<file path="config.mk">
export PLATFORM = sky130hd
export DESIGN_NAME = wisc_hazard_ctrl
export DESIGN_NICKNAME = d
export VERILOG_FILES = /design/src/rtl/wisc_pipe_pkg.sv /design/src/rtl/wisc_sb_chain.sv /design/src/rtl/wisc_hazard_ctrl.sv
export SDC_FILE = /design/constraint.sdc
export NUM_CORES = 1
export LEC_CHECK = 0
export ABC_AREA = 1
export ABC_CLOCK_PERIOD_IN_PS = 2350
export CAP_MARGIN = 20
export CORE_UTILIZATION = 39
export DETAILED_ROUTE_END_ITERATION = 8
export PLACE_DENSITY_LB_ADDON = 0.1
export SYNTH_ARGS = -nofsm -noshare
export SYNTH_HDL_FRONTEND = slang
export SYNTH_SLANG_ARGS = --single-unit
</file>
<file path="constraint.sdc">
create_clock -name clk -period 2.35 [get_ports clk]
set_input_delay 0.47 -clock clk [delete_from_list [all_inputs] [get_ports clk]]
set_output_delay 0.47 -clock clk [all_outputs]
set_load 0.03 [all_outputs]
</file>
<file path="src/rtl/wisc_pipe_pkg.sv">
// rtl/wisc_pipe_pkg.sv - shared types and constants for the WISC hazard controller
package wisc_pipe_pkg;

  typedef enum logic [1:0] {
    RUN        = 2'd0,
    LOAD_STALL = 2'd1,
    FLUSH      = 2'd2,
    MEM_WAIT   = 2'd3
  } hz_state_e;

  // rd is stored at a fixed width so the entry type does not depend on REG_ADDR_W
  localparam int SB_RD_W = 8;

  typedef struct packed {
    logic               valid;
    logic [SB_RD_W-1:0] rd;
    logic               reg_write;
    logic               is_load;
  } sb_entry_t;

  localparam logic [SB_RD_W-1:0] REG_ZERO = '0;

  localparam sb_entry_t OP_NOP = '{valid: 1'b0, rd: REG_ZERO, reg_write: 1'b0, is_load: 1'b0};

  function automatic logic sb_match(input sb_entry_t e, input logic [SB_RD_W-1:0] src,
                                    input logic used);
    return e.valid && e.reg_write && used && (src != REG_ZERO) && (e.rd == src);
  endfunction

endpackage

</file>
<file path="src/rtl/wisc_sb_chain.sv">
// rtl/wisc_sb_chain.sv - destination scoreboard shift chain, entry 0 = EX stage
module wisc_sb_chain
  import wisc_pipe_pkg::*;
#(
  parameter int DEPTH = 2
) (
  input  logic                  clk,
  input  logic                  rst,
  input  logic                  hold,
  input  logic                  bubble,
  input  logic                  flush,
  input  sb_entry_t             in_entry,
  output sb_entry_t [DEPTH-1:0] entries
);

  sb_entry_t [DEPTH-1:0] chain_q;
  sb_entry_t [DEPTH-1:0] chain_d;

  always_comb begin
    chain_d = chain_q;
    if (!hold) begin
      chain_d[0] = (bubble || flush) ? OP_NOP : in_entry;
      for (int i = 1; i < DEPTH; i++) begin
        chain_d[i] = chain_q[i-1];
      end
    end
  end

  always_ff @(posedge clk) begin
    if (!rst) begin
      for (int i = 0; i < DEPTH; i++) begin
        chain_q[i] <= OP_NOP;
      end
    end else begin
      chain_q <= chain_d;
    end
  end

  assign entries = chain_q;

endmodule

</file>
<file path="src/rtl/wisc_hazard_ctrl.sv">
// rtl/wisc_hazard_ctrl.sv - WISC stall/flush/forward controller
// Forwarding mode is selected by defining WISC_FORWARDING_EN; otherwise RAW hazards stall.
module wisc_hazard_ctrl
  import wisc_pipe_pkg::*;
#(
  parameter int NUM_STAGES = 5,
  parameter int REG_ADDR_W = 4,
  parameter int FWD_DIST   = NUM_STAGES - 3,
  parameter int FWD_W      = $clog2(FWD_DIST + 1)
) (
  input  logic                  clk,
  input  logic                  rst,
  input  logic                  id_valid,
  input  logic [REG_ADDR_W-1:0] id_rs,
  input  logic [REG_ADDR_W-1:0] id_rt,
  input  logic                  id_rs_used,
  input  logic                  id_rt_used,
  input  logic [REG_ADDR_W-1:0] id_rd,
  input  logic                  id_reg_write,
  input  logic                  id_is_load,
  input  logic                  ex_br_taken,
  input  logic                  mem_busy,
  output logic                  stall_pc,
  output logic                  stall_ifid,
  output logic                  bubble_idex,
  output logic                  flush_ifid,
  output logic                  freeze_mem,
  output logic [FWD_W-1:0]      fwd_sel_a,
  output logic [FWD_W-1:0]      fwd_sel_b,
  output logic [15:0]           stall_cnt
);

  hz_state_e state_q, state_d;
  logic br_pending_q, br_pending_d;
  logic [15:0] stall_cnt_q, stall_cnt_d;

  sb_entry_t [FWD_DIST-1:0] sb;
  sb_entry_t id_entry;
  logic [SB_RD_W-1:0] rs_ext, rt_ext;
  logic chk_en;
  logic [FWD_W-1:0] sel_a, sel_b;
  logic load_use, hazard;

  assign rs_ext = SB_RD_W'(id_rs);
  assign rt_ext = SB_RD_W'(id_rt);

  assign id_entry = '{valid: id_valid, rd: SB_RD_W'(id_rd), reg_write: id_reg_write,
                      is_load: id_is_load};

  wisc_sb_chain #(.DEPTH(FWD_DIST)) u_sb_chain (
    .clk     (clk),
    .rst     (rst),
    .hold    (freeze_mem),
    .bubble  (bubble_idex),
    .flush   (flush_ifid),
    .in_entry(id_entry),
    .entries (sb)
  );

  // ID is empty right after a flush, so nothing there can create a hazard
  assign chk_en = id_valid && (state_q != FLUSH);

  // Walk oldest to youngest so the youngest matching producer sets the distance
  always_comb begin
    sel_a = '0;
    sel_b = '0;
    for (int k = FWD_DIST - 1; k >= 0; k--) begin
      if (chk_en && sb_match(sb[k], rs_ext, id_rs_used)) begin
        sel_a = FWD_W'(k + 1);
      end
      if (chk_en && sb_match(sb[k], rt_ext, id_rt_used)) begin
        sel_b = FWD_W'(k + 1);
      end
    end
  end

  assign load_use = sb[0].is_load && ((sel_a == FWD_W'(1)) || (sel_b == FWD_W'(1)));

`ifdef WISC_FORWARDING_EN
  assign hazard = load_use;
`else
  assign hazard = (sel_a != '0) || (sel_b != '0) || load_use;
`endif

  always_comb begin
    state_d      = state_q;
    br_pending_d = br_pending_q;
    stall_pc     = 1'b0;
    stall_ifid   = 1'b0;
    bubble_idex  = 1'b0;
    flush_ifid   = 1'b0;
    freeze_mem   = 1'b0;
    if (mem_busy) begin
      freeze_mem = 1'b1;
      stall_pc   = 1'b1;
      stall_ifid = 1'b1;
      state_d    = MEM_WAIT;
      if (ex_br_taken) begin
        br_pending_d = 1'b1;
      end
    end else if (state_q == FLUSH) begin
      state_d = RUN;
    end else if (ex_br_taken || br_pending_q) begin
      flush_ifid   = 1'b1;
      bubble_idex  = 1'b1;
      br_pending_d = 1'b0;
      state_d      = FLUSH;
    end else if (hazard) begin
      stall_pc    = 1'b1;
      stall_ifid  = 1'b1;
      bubble_idex = 1'b1;
`ifdef WISC_FORWARDING_EN
      state_d     = LOAD_STALL;
`else
      state_d     = RUN;
`endif
    end else begin
      state_d = RUN;
    end
  end

  always_comb begin
    stall_cnt_d = stall_cnt_q;
    if (stall_pc && (stall_cnt_q != 16'hFFFF)) begin
      stall_cnt_d = stall_cnt_q + 16'd1;
    end
  end

  always_ff @(posedge clk) begin
    if (!rst) begin
      state_q      <= RUN;
      br_pending_q <= 1'b0;
      stall_cnt_q  <= 16'd0;
    end else begin
      state_q      <= state_d;
      br_pending_q <= br_pending_d;
      stall_cnt_q  <= stall_cnt_d;
    end
  end

  assign stall_cnt = stall_cnt_q;

`ifdef WISC_FORWARDING_EN
  logic [FWD_W-1:0] fwd_sel_a_q, fwd_sel_a_d, fwd_sel_b_q, fwd_sel_b_d;

  // Captured as the consumer moves ID->EX; frozen with EX, zeroed for bubbles
  always_comb begin
    fwd_sel_a_d = fwd_sel_a_q;
    fwd_sel_b_d = fwd_sel_b_q;
    if (!freeze_mem) begin
      if (bubble_idex || flush_ifid) begin
        fwd_sel_a_d = '0;
        fwd_sel_b_d = '0;
      end else begin
        fwd_sel_a_d = sel_a;
        fwd_sel_b_d = sel_b;
      end
    end
  end

  always_ff @(posedge clk) begin
    if (!rst) begin
      fwd_sel_a_q <= '0;
      fwd_sel_b_q <= '0;
    end else begin
      fwd_sel_a_q <= fwd_sel_a_d;
      fwd_sel_b_q <= fwd_sel_b_d;
    end
  end

  assign fwd_sel_a = fwd_sel_a_q;
  assign fwd_sel_b = fwd_sel_b_q;
`else
  assign fwd_sel_a = '0;
  assign fwd_sel_b = '0;
`endif

endmodule
</file>
==> flow_results.xml <==
<?xml version="1.0" encoding="UTF-8"?>
<metrics>
  <group name="grt">
    <metric name="grt_pass1_vias" unit="">1783</metric>
    <metric name="grt_overflow_total" unit="">0</metric>
    <metric name="antenna_found_initial" unit="">0</metric>
    <metric name="grt_start_max_net_pins" unit="">16</metric>
    <metric name="groute.usage.overall" unit="%">19.38</metric>
    <metric name="grt_pass1_wl" unit="um">7790</metric>
  </group>
  <group name="floorplanning">
    <metric name="fp.dieH" unit="um">71.49</metric>
    <metric name="die_x" unit="um">71.49</metric>
    <metric name="core.rowCount" unit="">24</metric>
    <metric name="die_area" unit="mm^2">0.005110</metric>
    <metric name="floorplan.initialDensity" unit="%">41.81</metric>
    <metric name="num_io_pins" unit="">46</metric>
    <metric name="placeableCoreArea" unit="mm^2">0.004504</metric>
  </group>
  <group name="clocking">
    <metric name="root_buffer" unit="">clkbuf_8</metric>
    <metric name="cts.sink_count" unit="">31</metric>
    <metric name="cts_made_buffers" unit="">5</metric>
    <metric name="cts_hold_buffers" unit="">0</metric>
    <metric name="path_clk_slew" unit="ps">60</metric>
    <metric name="cts.path.max_buffers" unit="">2</metric>
    <metric name="cts_max_level" unit="">2</metric>
    <metric name="tritoncts" unit="">done</metric>
    <metric name="clk_latency" unit="ps">290</metric>
    <metric name="post_cts_buffers" unit="">0</metric>
  </group>
  <group name="detailed_routing">
    <metric name="routed-via-count" unit="">1921</metric>
    <metric name="drt-pass1-iter-count" unit="">4</metric>
    <metric name="route.antenna.remaining_nets" unit="">0</metric>
    <metric name="drc" unit="">0</metric>
    <metric name="wire_per_inst" unit="um">11.53</metric>
    <metric name="drt_wl_total" unit="um">4565</metric>
    <metric name="viasPerCell" unit="">4.851</metric>
    <metric name="drt_iter0_markers" unit="">108</metric>
  </group>
  <group name="worst_setup_path">
    <metric name="timing.critical_path.slowest_stage_cell" unit="">clkdlybuf4s50_1</metric>
    <metric name="critPathMaxStageDelay" unit="ps">480</metric>
    <metric name="path_max_fanout" unit="">2</metric>
    <metric name="critical-path-top-delay-family" unit="">buffers and inverters</metric>
    <metric name="cp.required" unit="ps">1880</metric>
    <metric name="critPathBufInv" unit="">3</metric>
    <metric name="worst_ep_arrival_time" unit="ps">1760</metric>
    <metric name="crit_path_launch_type" unit="">input pin</metric>
    <metric name="cp_cell_sequence" unit="">clkdlybuf4s50_1, nand2_1, nor2_1, nand3_1, nand2_1, inv_2, nand2_2, nand2_2, a21oi_4, buf_6</metric>
    <metric name="cp-end-kind" unit="">output port</metric>
    <metric name="critPathKind" unit="">in2out</metric>
  </group>
  <group name="timing">
    <metric name="finalHoldWorstSlack" unit="ps">462.0</metric>
    <metric name="final_period_minus_worst_setup_slack" unit="ps">2228</metric>
    <metric name="setup_viol" unit="">0</metric>
    <metric name="max_freq" unit="GHz">0.4488</metric>
    <metric name="timing_max_transition_violations_final" unit="">0</metric>
    <metric name="setup_total_negative_slack" unit="ps">0</metric>
    <metric name="final-hold-violation-count" unit="">0</metric>
    <metric name="layout_worst_path_cycle_share" unit="%">94.81</metric>
    <metric name="finalClockSkew" unit="ps">6.808</metric>
  </group>
  <group name="finish">
    <metric name="final_nets" unit="">366</metric>
    <metric name="layout-drive-gt1-share" unit="%">11.92</metric>
    <metric name="stdcell_count" unit="">396</metric>
    <metric name="areaGrowthSynthToFinish" unit="%">32.82</metric>
    <metric name="utilization" unit="%">55.53</metric>
    <metric name="finalInstanceArea" unit="mm^2">0.002501</metric>
    <metric name="n_antenna_cell" unit="">0</metric>
  </group>
  <group name="logic_synthesis">
    <metric name="ys_top_cells_by_area" unit="">dfxtp_1 (33%), nand2_1 (19%), nand3_1 (8.5%)</metric>
    <metric name="synth_async_sr_flop_share" unit="%">0</metric>
    <metric name="post_synthesis_cell_area" unit="mm^2">0.001883</metric>
    <metric name="synth.cells.most_frequent" unit="">nand2_1 (94), inv_1 (32), nand3_1 (32), dfxtp_1 (31), nor2_1 (26)</metric>
    <metric name="ys_warn_count" unit="">0</metric>
    <metric name="cell_type_with_the_highest_aggregate_area_in_the_netlist" unit="">dfxtp_1</metric>
    <metric name="syn-instance-count" unit="">291</metric>
    <metric name="yosysMostFrequentCell" unit="">nand2_1</metric>
    <metric name="ys_dominant_reg_cell" unit="">dfxtp_1</metric>
    <metric name="avg_inst_size_synth" unit="um^2">6.471</metric>
    <metric name="postSynthRegisterBits" unit="">31</metric>
    <metric name="synth.top_cell.area_share" unit="%">32.96</metric>
    <metric name="yosysSeqAreaShare" unit="%">32.96</metric>
    <metric name="post_synth_cell_types" unit="">26</metric>
    <metric name="synth_edf_count" unit="">0</metric>
  </group>
  <group name="placed_design">
    <metric name="placed_cells" unit="">389</metric>
    <metric name="finalWeightedCongestion" unit="">0.8178</metric>
    <metric name="io_buffer_count" unit="">40</metric>
    <metric name="post_dp_cell_area" unit="mm^2">0.002385</metric>
    <metric name="hpwlAfterDp" unit="um">3434</metric>
  </group>
  <group name="outcome">
    <metric name="status" unit="">finished, final reports clean</metric>
  </group>
  <group name="pwr">
    <metric name="worst_ir_drop_vdd" unit="V">0.0002564</metric>
    <metric name="power-per-cell-area" unit="mW/mm^2">470.4</metric>
    <metric name="static-leakage-power" unit="nW">1.131</metric>
  </group>
  <group name="worst_hold_path">
    <metric name="min_delay_worst_type" unit="">reg2reg</metric>
  </group>
  <group name="flow_run">
    <metric name="drv.max_cap_violation_count" unit="">0</metric>
  </group>
</metrics>
placed cells by master, fill, tap and decap left out, drive strengths merged, types with 7 or more instances in the layout:
cell / n
nand3: 34
dfxtp: 31
dlygate4sd2: 9
xnor2: 7
nor2: 26
nand2: 95
clkdlybuf4s50: 27
xor2: 8
o22ai: 10
buf: 20
inv: 35
a21oi: 17
registers in the layout, summed over array words and instances (netlist names):
signal and cells:
stall_cnt 16, u_sb_chain.entries 12, state_q 2, br_pending_q 1
stage by stage:
step | power (W) | setup WS [ps]
final | 0.001177 | 122.0
after detailed placement | 0.0007605 | -200.8
after global placement | 0.0007600 | -180.2
after CTS | 0.001187 | 80.54
after floorplan | 0.0006794 | 143.7
after global routing | 0.001236 | -3.022
kinds of logic (layout without fill, tap and decap cells):
group | Yosys count | in the layout | synth area share, %
other | 1 | 4 | 0.1991
buffers and inverters | 49 | 99 | 11.69
XOR/XNOR | 15 | 15 | 6.977
AND/OR/NAND/NOR | 163 | 163 | 38.60
adder cells (fa/ha/maj) | 1 | 1 | 0.6643
flip-flops | 31 | 31 | 32.96
AO/OA/AOI/OAI | 31 | 31 | 8.904
tightest hold or removal path, stage by stage (launching register included):
cell     delay [ps]
dfxtp_1         330
nand2_1          50
o21ai_0          50
power breakdown:
| group | switching [W] | total [W] | internal [W] | leakage (nW) |
|---|---|---|---|---|
| Sequential | 0.00000967 | 0.000551 | 0.000542 | 0.252 |
| Clock | 0.000197 | 0.000427 | 0.000229 | 0.0470 |
| Combinational | 0.000117 | 0.000198 | 0.0000815 | 0.832 |
worst paths after layout:
kind | start | end | slack, ps | depth (start not counted)
max reg2reg | stall_cnt[0] | stall_cnt[1] | 400 | 9
max | id_rs_used | bubble_idex | 120 | 10
min | u_sb_chain.entries[12] | u_sb_chain.entries[12] | 460 | 2
min reg2reg | u_sb_chain.entries[12] | u_sb_chain.entries[12] | 460 | 2
layer usage:
layer  up-vias  global-route usage (%)  share of wire (%)
met5         -                       0                  0
met4         0                   6.536                1.1
met3         5                   4.219                5.1
met1       851                   25.22                 49
li1       1021                       -                  -
met2        44                   31.96                 44
repair_timing:
action | in CTS | in global routing
resized for setup | 17 | 2
endpoints found under the setup margin | 3 | 1
pin swaps | 2 | 3
area by class of cell:
cell class | instances | area [um^2]
multi-input cells | 214 | 1082
fillers | 429 | 2003
repair buffers | 56 | 510.5
clock inverters | 1 | 5.005
clock buffers | 6 | 82.58
flip-flops and latches | 31 | 620.6
well taps | 52 | 65.06
inverters | 36 | 135.1
No activity file was read; power rests on OpenSTA's default activity.
